<file path="src/rtl/tt_um_jleugeri_ttt_processor.sv">
// Token-threshold processor: saturating good/bad token counters,
// fires a tstart pulse on threshold, tstop after a duration or bad abort.
module tt_um_jleugeri_ttt_processor #(
    parameter int NEW_TOKENS_BITS = 4,
    parameter int TOKENS_BITS     = 8,
    parameter int DURATION_BITS   = 8
) (
    input  logic                       clk,
    input  logic                       reset,
    input  logic                       enable,
    input  logic [NEW_TOKENS_BITS-1:0] new_good_tokens,
    input  logic [NEW_TOKENS_BITS-1:0] new_bad_tokens,
    input  logic                       cfg_we,
    input  logic [1:0]                 cfg_sel,
    input  logic [TOKENS_BITS-1:0]     cfg_data,
    output logic [1:0]                 tstartstop,
    output logic                       hot,
    output logic [TOKENS_BITS-1:0]     good_tokens,
    output logic [TOKENS_BITS-1:0]     bad_tokens
);

    // Two guard bits: one for the sign, one so that max + max delta
    // cannot overflow the signed sum before it is clamped.
    localparam int SW = TOKENS_BITS + 2;

    typedef enum logic {
        IDLE   = 1'b0,
        ACTIVE = 1'b1
    } state_t;

    state_t                     state_q, state_d;
    logic [TOKENS_BITS-1:0]     good_q, good_d;
    logic [TOKENS_BITS-1:0]     bad_q, bad_d;
    logic [DURATION_BITS-1:0]   rem_q, rem_d;
    logic [1:0]                 tss_q, tss_d;
    logic [TOKENS_BITS-1:0]     gthr_q, gthr_d;
    logic [TOKENS_BITS-1:0]     bthr_q, bthr_d;
    logic [DURATION_BITS-1:0]   dur_q, dur_d;
    logic [TOKENS_BITS-1:0]     g_next;
    logic [TOKENS_BITS-1:0]     b_next;
    logic [DURATION_BITS-1:0]   dur_eff;

    function automatic logic [TOKENS_BITS-1:0] sat_add(
        input logic [TOKENS_BITS-1:0]     cur,
        input logic [NEW_TOKENS_BITS-1:0] delta
    );
        logic signed [SW-1:0] s;
        s = $signed({2'b00, cur})
          + $signed({{(SW-NEW_TOKENS_BITS){delta[NEW_TOKENS_BITS-1]}}, delta});
        if (s[SW-1]) begin
            sat_add = '0;
        end else if (s[SW-2]) begin
            sat_add = '1;
        end else begin
            sat_add = s[TOKENS_BITS-1:0];
        end
    endfunction

    assign g_next  = sat_add(good_q, new_good_tokens);
    assign b_next  = sat_add(bad_q, new_bad_tokens);
    assign dur_eff = (dur_q == '0) ? DURATION_BITS'(1) : dur_q;

    // Next-state, counter and pulse logic; config writes land after the FSM step.
    always_comb begin
        state_d = state_q;
        good_d  = good_q;
        bad_d   = bad_q;
        rem_d   = rem_q;
        tss_d   = 2'b00;
        gthr_d  = gthr_q;
        bthr_d  = bthr_q;
        dur_d   = dur_q;
        if (enable) begin
            case (state_q)
                IDLE: begin
                    good_d = g_next;
                    bad_d  = b_next;
                    if (g_next >= gthr_q && b_next < bthr_q) begin
                        state_d = ACTIVE;
                        tss_d   = 2'b01;
                        rem_d   = dur_eff;
                    end
                end
                ACTIVE: begin
                    if (rem_q == DURATION_BITS'(1) || b_next >= bthr_q) begin
                        state_d = IDLE;
                        tss_d   = 2'b10;
                        good_d  = '0;
                        bad_d   = '0;
                        rem_d   = '0;
                    end else begin
                        rem_d  = rem_q - DURATION_BITS'(1);
                        good_d = g_next;
                        bad_d  = b_next;
                    end
                end
                default: state_d = IDLE;
            endcase
        end
        if (cfg_we) begin
            case (cfg_sel)
                2'd0:    gthr_d = cfg_data;
                2'd1:    bthr_d = cfg_data;
                2'd2:    dur_d  = cfg_data[DURATION_BITS-1:0];
                default: ;
            endcase
        end
    end

    // State and config registers with synchronous reset.
    always_ff @(posedge clk) begin
        if (reset) begin
            state_q <= IDLE;
            good_q  <= '0;
            bad_q   <= '0;
            rem_q   <= '0;
            tss_q   <= 2'b00;
            gthr_q  <= '1;
            bthr_q  <= '1;
            dur_q   <= DURATION_BITS'(1);
        end else begin
            state_q <= state_d;
            good_q  <= good_d;
            bad_q   <= bad_d;
            rem_q   <= rem_d;
            tss_q   <= tss_d;
            gthr_q  <= gthr_d;
            bthr_q  <= bthr_d;
            dur_q   <= dur_d;
        end
    end

    assign tstartstop  = tss_q;
    assign hot         = (state_q == ACTIVE);
    assign good_tokens = good_q;
    assign bad_tokens  = bad_q;

endmodule

</file>
<file path="config.mk">
export PLATFORM = sky130hd
export DESIGN_NAME = tt_um_jleugeri_ttt_processor
export DESIGN_NICKNAME = d
export VERILOG_FILES = /design/src/rtl/tt_um_jleugeri_ttt_processor.sv
export SDC_FILE = /design/constraint.sdc
export NUM_CORES = 1
export LEC_CHECK = 0
export ABC_AREA = 1
export CAP_MARGIN = 10
export CELL_PAD_IN_SITES_DETAIL_PLACEMENT = 1
export CELL_PAD_IN_SITES_GLOBAL_PLACEMENT = 2
export CORE_MARGIN = 2
export CORE_UTILIZATION = 31
export DETAILED_ROUTE_END_ITERATION = 12
export GPL_ROUTABILITY_DRIVEN = 1
export PLACE_DENSITY_LB_ADDON = 0.08
export SLEW_MARGIN = 20
export SYNTH_ARGS = -nofsm -noshare
export SYNTH_HDL_FRONTEND = slang
export SYNTH_SLANG_ARGS = --single-unit
</file>
<file path="constraint.sdc">
create_clock -name clk -period 11.1 [get_ports clk]
set_input_delay 1.11 -clock clk [delete_from_list [all_inputs] [get_ports clk]]
set_output_delay 1.11 -clock clk [all_outputs]
set_load 0.05 [all_outputs]
</file>
* Yosys cells after proc, flatten, opt, wreduce, memory -nomap -nowiden
Cells that the tools add are included.
Storage, ports and cells: register bits 51, input bits 22, output and inout bits 19, logic and storage cells 47
Cells by class: add/subtract/negate cells 3, magnitude comparators 3, eq/ne operators 4, mux-type cells 18, bitwise logic cells 2, reduce and logical (&&, ||, !) cells 9
Operators with widths (count):
- $mux 8 | 9
- $pmux 8 s2 | 3
- $add 9x4->10 | 2
- $ge 8x8->1 | 2
- $eq 8x1->1 const B | 1
- $logic_not 8->1 | 1
- $lt 8x8->1 | 1
- $reduce_and 2->1 | 4
- $sub 8x1->8 const B | 1
- $pmux 2 s2 | 1
- $mux 1 | 3
- $eq 2x1->1 const B | 1
- $eq 2x2->1 const B | 1
- $logic_not 2->1 | 1
- $mux 2 | 1
- $ne 2x2->1 const B | 1
- $not 1->1 | 2
- $pmux 1 s2 | 1
- $reduce_or 2->1 | 1
- $logic_and 1x1->1 | 1
- $logic_or 1x1->1 | 1

* Depth between registers and ports, before layout
word-level depth 7, depth in mapped cells 26, depth with buffers taken out 25

* Worst setup path after synthesis
Ideal clock, no wire load.
path type input-to-reg, start point input new_bad_tokens[0], end point register good_q[2] (netlist: good_tokens[2]), library setup time 70 ps, arrival 4220 ps, data required time 11030 ps, slack 6810 ps, stages 23, path buffers 1, cells stage by stage ha_1 fa_1 nand2_1 inv_1 nor2_1 o21bai_1 nand4_1 nand2_1 xnor2_1 nand2_1 nand2_1 inv_1 ha_1 nand2_1 a21oi_1 a211oi_1 o21ai_0 inv_1 nand2_1 a21oi_1 buf_2 nand3_1 a21oi_1
On the way: word-level cells in the longest chain between the ends 7
RTL lines:
- start, declared | RTL line 12 | input logic [NEW_TOKENS_BITS-1:0] new_bad_tokens,
- $add 9x4->10 * | RTL line 49 | + $signed({{(SW-NEW_TOKENS_BITS){delta[NEW_TOKENS_BITS-1]}}, delta});
- $mux 8 | RTL line 52 | end else if (s[SW-2]) begin
- $mux 8 * | RTL line 50 | if (s[SW-1]) begin
- $ge 8x8->1 * | RTL line 85 | if (rem_q == DURATION_BITS'(1) || b_next >= bthr_q) begin
- $logic_or 1x1->1 * | RTL line 85
- $mux 8 * | RTL line 85
- $pmux 8 s2 * | RTL line 74 | case (state_q)
- end signal, assigned | RTL line 123 | good_q <= good_d;
- end, declared | RTL line 32 | logic [TOKENS_BITS-1:0] good_q, good_d;
Every way passes the cells marked *; elsewhere a longest branch is shown, timed or not. A chain may end at the register's enable or synchronous reset.

* Worst setup path in the final report
start point input new_bad_tokens[0], end point register bad_q[0] (netlist: bad_tokens[0])
On the way: word-level cells in the longest chain between the ends 7
RTL lines:
- $add 9x4->10 * | RTL line 49
- $mux 8 | RTL line 52
- $mux 8 * | RTL line 50
- $ge 8x8->1 | RTL line 85
- $logic_or 1x1->1 | RTL line 85
- $mux 8 | RTL line 85
- $pmux 8 s2 * | RTL line 74
- end signal, assigned | RTL line 115 | bad_q <= '0;
- end signal, assigned | RTL line 124 | bad_q <= bad_d;
- end, declared | RTL line 33 | logic [TOKENS_BITS-1:0] bad_q, bad_d;
Marks and branches as above.

==> results.cfg <==
[worst_setup_path]
path_class = primary input to flip-flop
reg2reg_slack_ps = 6840
startpoint_type = primary input
cp.arrival_ps = 5350
endpoint_kind = flip-flop
required_ps = 11350
crit_path_start = new_bad_tokens[0]
cp_max_fo = 15
r2r-start = bad_tokens[0]$_SDFFE_PP0P_

[yosys]
synth_cells = 479
synth_top_area_frac = 0.296
synth_top_cell_by_area = dfxtp_1
synth_warnings = 0
synthTopCellsByCount = nand2_1 (110), inv_1 (70), dfxtp_1 (51)
synth_edf_count = 0
yosysSeqAreaShare = 0.296
syn-num-nets = 538
ys_ff_latch = 51
syn_area_per_cell_um2 = 7.20
async_flop_share = 0
yosysMostFrequentCell = nand2_1
ys.flop_type = dfxtp_1
synthesis.area_um2 = 3450
synthTopCellsByArea = dfxtp_1 (30%), ha_1 (13%), nand2_1 (12%), inv_1 (7.6%), a21oi_1 (5.2%)
synth_cell_type_count = 38

[finish]
synthToLayoutAreaGrowth_pct = 19.3
diodes = 0
final_nets = 576
multiInputGateArea_um2 = 2080
utilization = 0.380
fillers = 1346
drive_gt1_frac = 0.0753
seq_area_um2 = 1020

[power_and_ir_drop]
power_density_nw_per_um2 = 131
intPower_uw = 349
pwr-share-clk = 0.293
peakVddDrop_v = 0.0000532
seqPwrFrac = 0.380
p_leak_nw = 1.99
combPwrFrac = 0.327
switchingPower_uw = 190
switching_share = 0.352

[clock_tree]
cts_resized = 0
cts_root_buffer = clkbuf_8
path_clk_slew_ps = 100
insertion_delay_ps = 320
cts_buffers = 5
clock-sinks = 51
hold_buffers = 0
cts_buffer_depth = 2
postCtsSetupBuffers = 0
cts_tree = built
htree_levels = 2

[global_routing]
antenna_found_initial = 0
grt_max_degree = 31
grt_use_total = 0.172
grt_pass1_wl_um = 16100
grt_pass1_vias = 3222
grt_overflow_total = 0

[drt]
wl_met1_um = 4980
post_drt_via_cell_ratio = 4.81
antenna_left = 0
wl_met3_um = 258
finalWirelength_um = 9840
drt-initial-drc-count = 91
met2WireLength_um = 4510
avgRoutedWirePerCell_um = 14.9
top_layer = met4
drc = 0
vias = 3167
drt_first_pass_iters = 4

[die]
core_um2 = 10800
die_h_um = 109
rows = 38
die_w_um = 109
ios = 41
die_area_um2 = 12000
start_util = 0.318

[timing]
finalHoldViolations = 0
period_minus_slack_ps = 5100
tightest_slew_ps = 1010
fin_crit_sh = 0.460
rsz0062_at_grt = false
final-setup-viol-count = 0
clock_skew_ps = 8.72
finalSetupTns_ps = 0
fmax_mhz = 196
slew_violations = 0
slew_headroom = 0.324

[hold_path]
min_path_type = flip-flop to flip-flop
min_from = dur_q[6]$_SDFFE_PP0P_

[placed_design]
place_hpwl_um = 7770
gp_congestion = 0.834
numPortBuffers = 40

[outcome]
run_status = completed

[job]
cap_violations = 0
-- cell families after synthesis --
| kind of cell | synth area share |
|---|---|
| AO/OA/AOI/OAI | 0.177 |
| XOR/XNOR | 0.0479 |
| adder cells (fa/ha/maj) | 0.139 |
| buffers and inverters | 0.101 |
| flip-flops | 0.296 |
| AND/OR/NAND/NOR | 0.239 |
-- worst paths after layout --
kind	to	depth (start not counted)
min	dur_q[6]$_SDFFE_PP0P_	2
max reg2reg	bad_tokens[0]$_SDFFE_PP0P_	24
min reg2reg	dur_q[6]$_SDFFE_PP0P_	2
max	bad_tokens[0]$_SDFFE_PP0P_	25
-- flip-flops by register name, summed over array words and instances, names as in the netlist --
signal and flops:
bad_tokens 8, bthr_q 8, dur_q 8, good_tokens 8
gthr_q 8, rem_q 8, tstartstop 2, hot 1
-- power by group through the flow --
stage	registers [mW]	logic (mW)	clock network [mW]
after floorplan	0.225	0.109	0
after global placement	0.209	0.176	0
after detailed placement	0.209	0.179	0
after CTS	0.205	0.180	0.163
after global routing	0.207	0.202	0.169
final	0.205	0.176	0.158
-- cell usage in the layout, fill, tap and decap left out, types with 4 or more instances in the layout --
cell / netlist / final
nand2_2: 5 / 5
o21ai_0: 16 / 16
clkbuf_8: 0 / 5
nor2_1: 37 / 37
dfxtp_1: 51 / 51
nor3_1: 6 / 6
o211ai_1: 16 / 16
inv_1: 70 / 70
a22oi_1: 6 / 6
xnor2_1: 6 / 6
a21oi_2: 11 / 12
nand2_1: 110 / 110
xor2_1: 11 / 11
buf_4: 3 / 4
a21oi_1: 36 / 35
clkdlybuf4s50_1: 0 / 40
nand3_1: 18 / 18
ha_1: 35 / 35
-- cell type report --
cell class / count / area share
clock buffers: 5 / 0.0167
clock inverters: 3 / 0.0164
inverters: 72 / 0.0657
multi-input cells: 343 / 0.506
flip-flops and latches: 51 / 0.248
well taps: 140 / 0.0426
repair buffers: 44 / 0.105
-- stage by stage --
step / hold WS (ps) / area [um^2] / power (mW) / worst slack, ps / cells
after floorplan: 443 / 3450 / 0.334 / 6810 / 479
after global routing: 525 / 4110 / 0.579 / 5320 / 658
after detailed placement: 483 / 3970 / 0.388 / 5270 / 650
after CTS: 497 / 4110 / 0.548 / 5580 / 658
final: 491 / 4110 / 0.540 / 6000 / 658
after global placement: 474 / 3970 / 0.385 / 5450 / 650
-- critical path, stage by stage --
cell,delay [ps]
clkdlybuf4s50_1,400
ha_1,250
fa_1,410
nand2_1,90
inv_1,50
nor2_1,90
o21bai_1,120
nand4_1,100
nand2_1,70
xnor2_1,450
nand2_1,110
nand2_1,90
inv_1,60
ha_1,280
nand2_1,60
a21oi_1,60
a211oi_1,190
o21ai_0,130
inv_1,130
nand2_1,100
a21oi_2,550
inv_1,170
nor2_1,140
a21oi_1,40
nor2_1,110
-- layer usage --
layer | vias up | GRT usage
met5 | - | 0
met4 | 0 | 0.0325
met3 | 6 | 0.0267
met2 | 33 | 0.292
met1 | 1491 | 0.232
li1 | 1637 | -
Note: power is estimated with default switching activity, not from simulation.
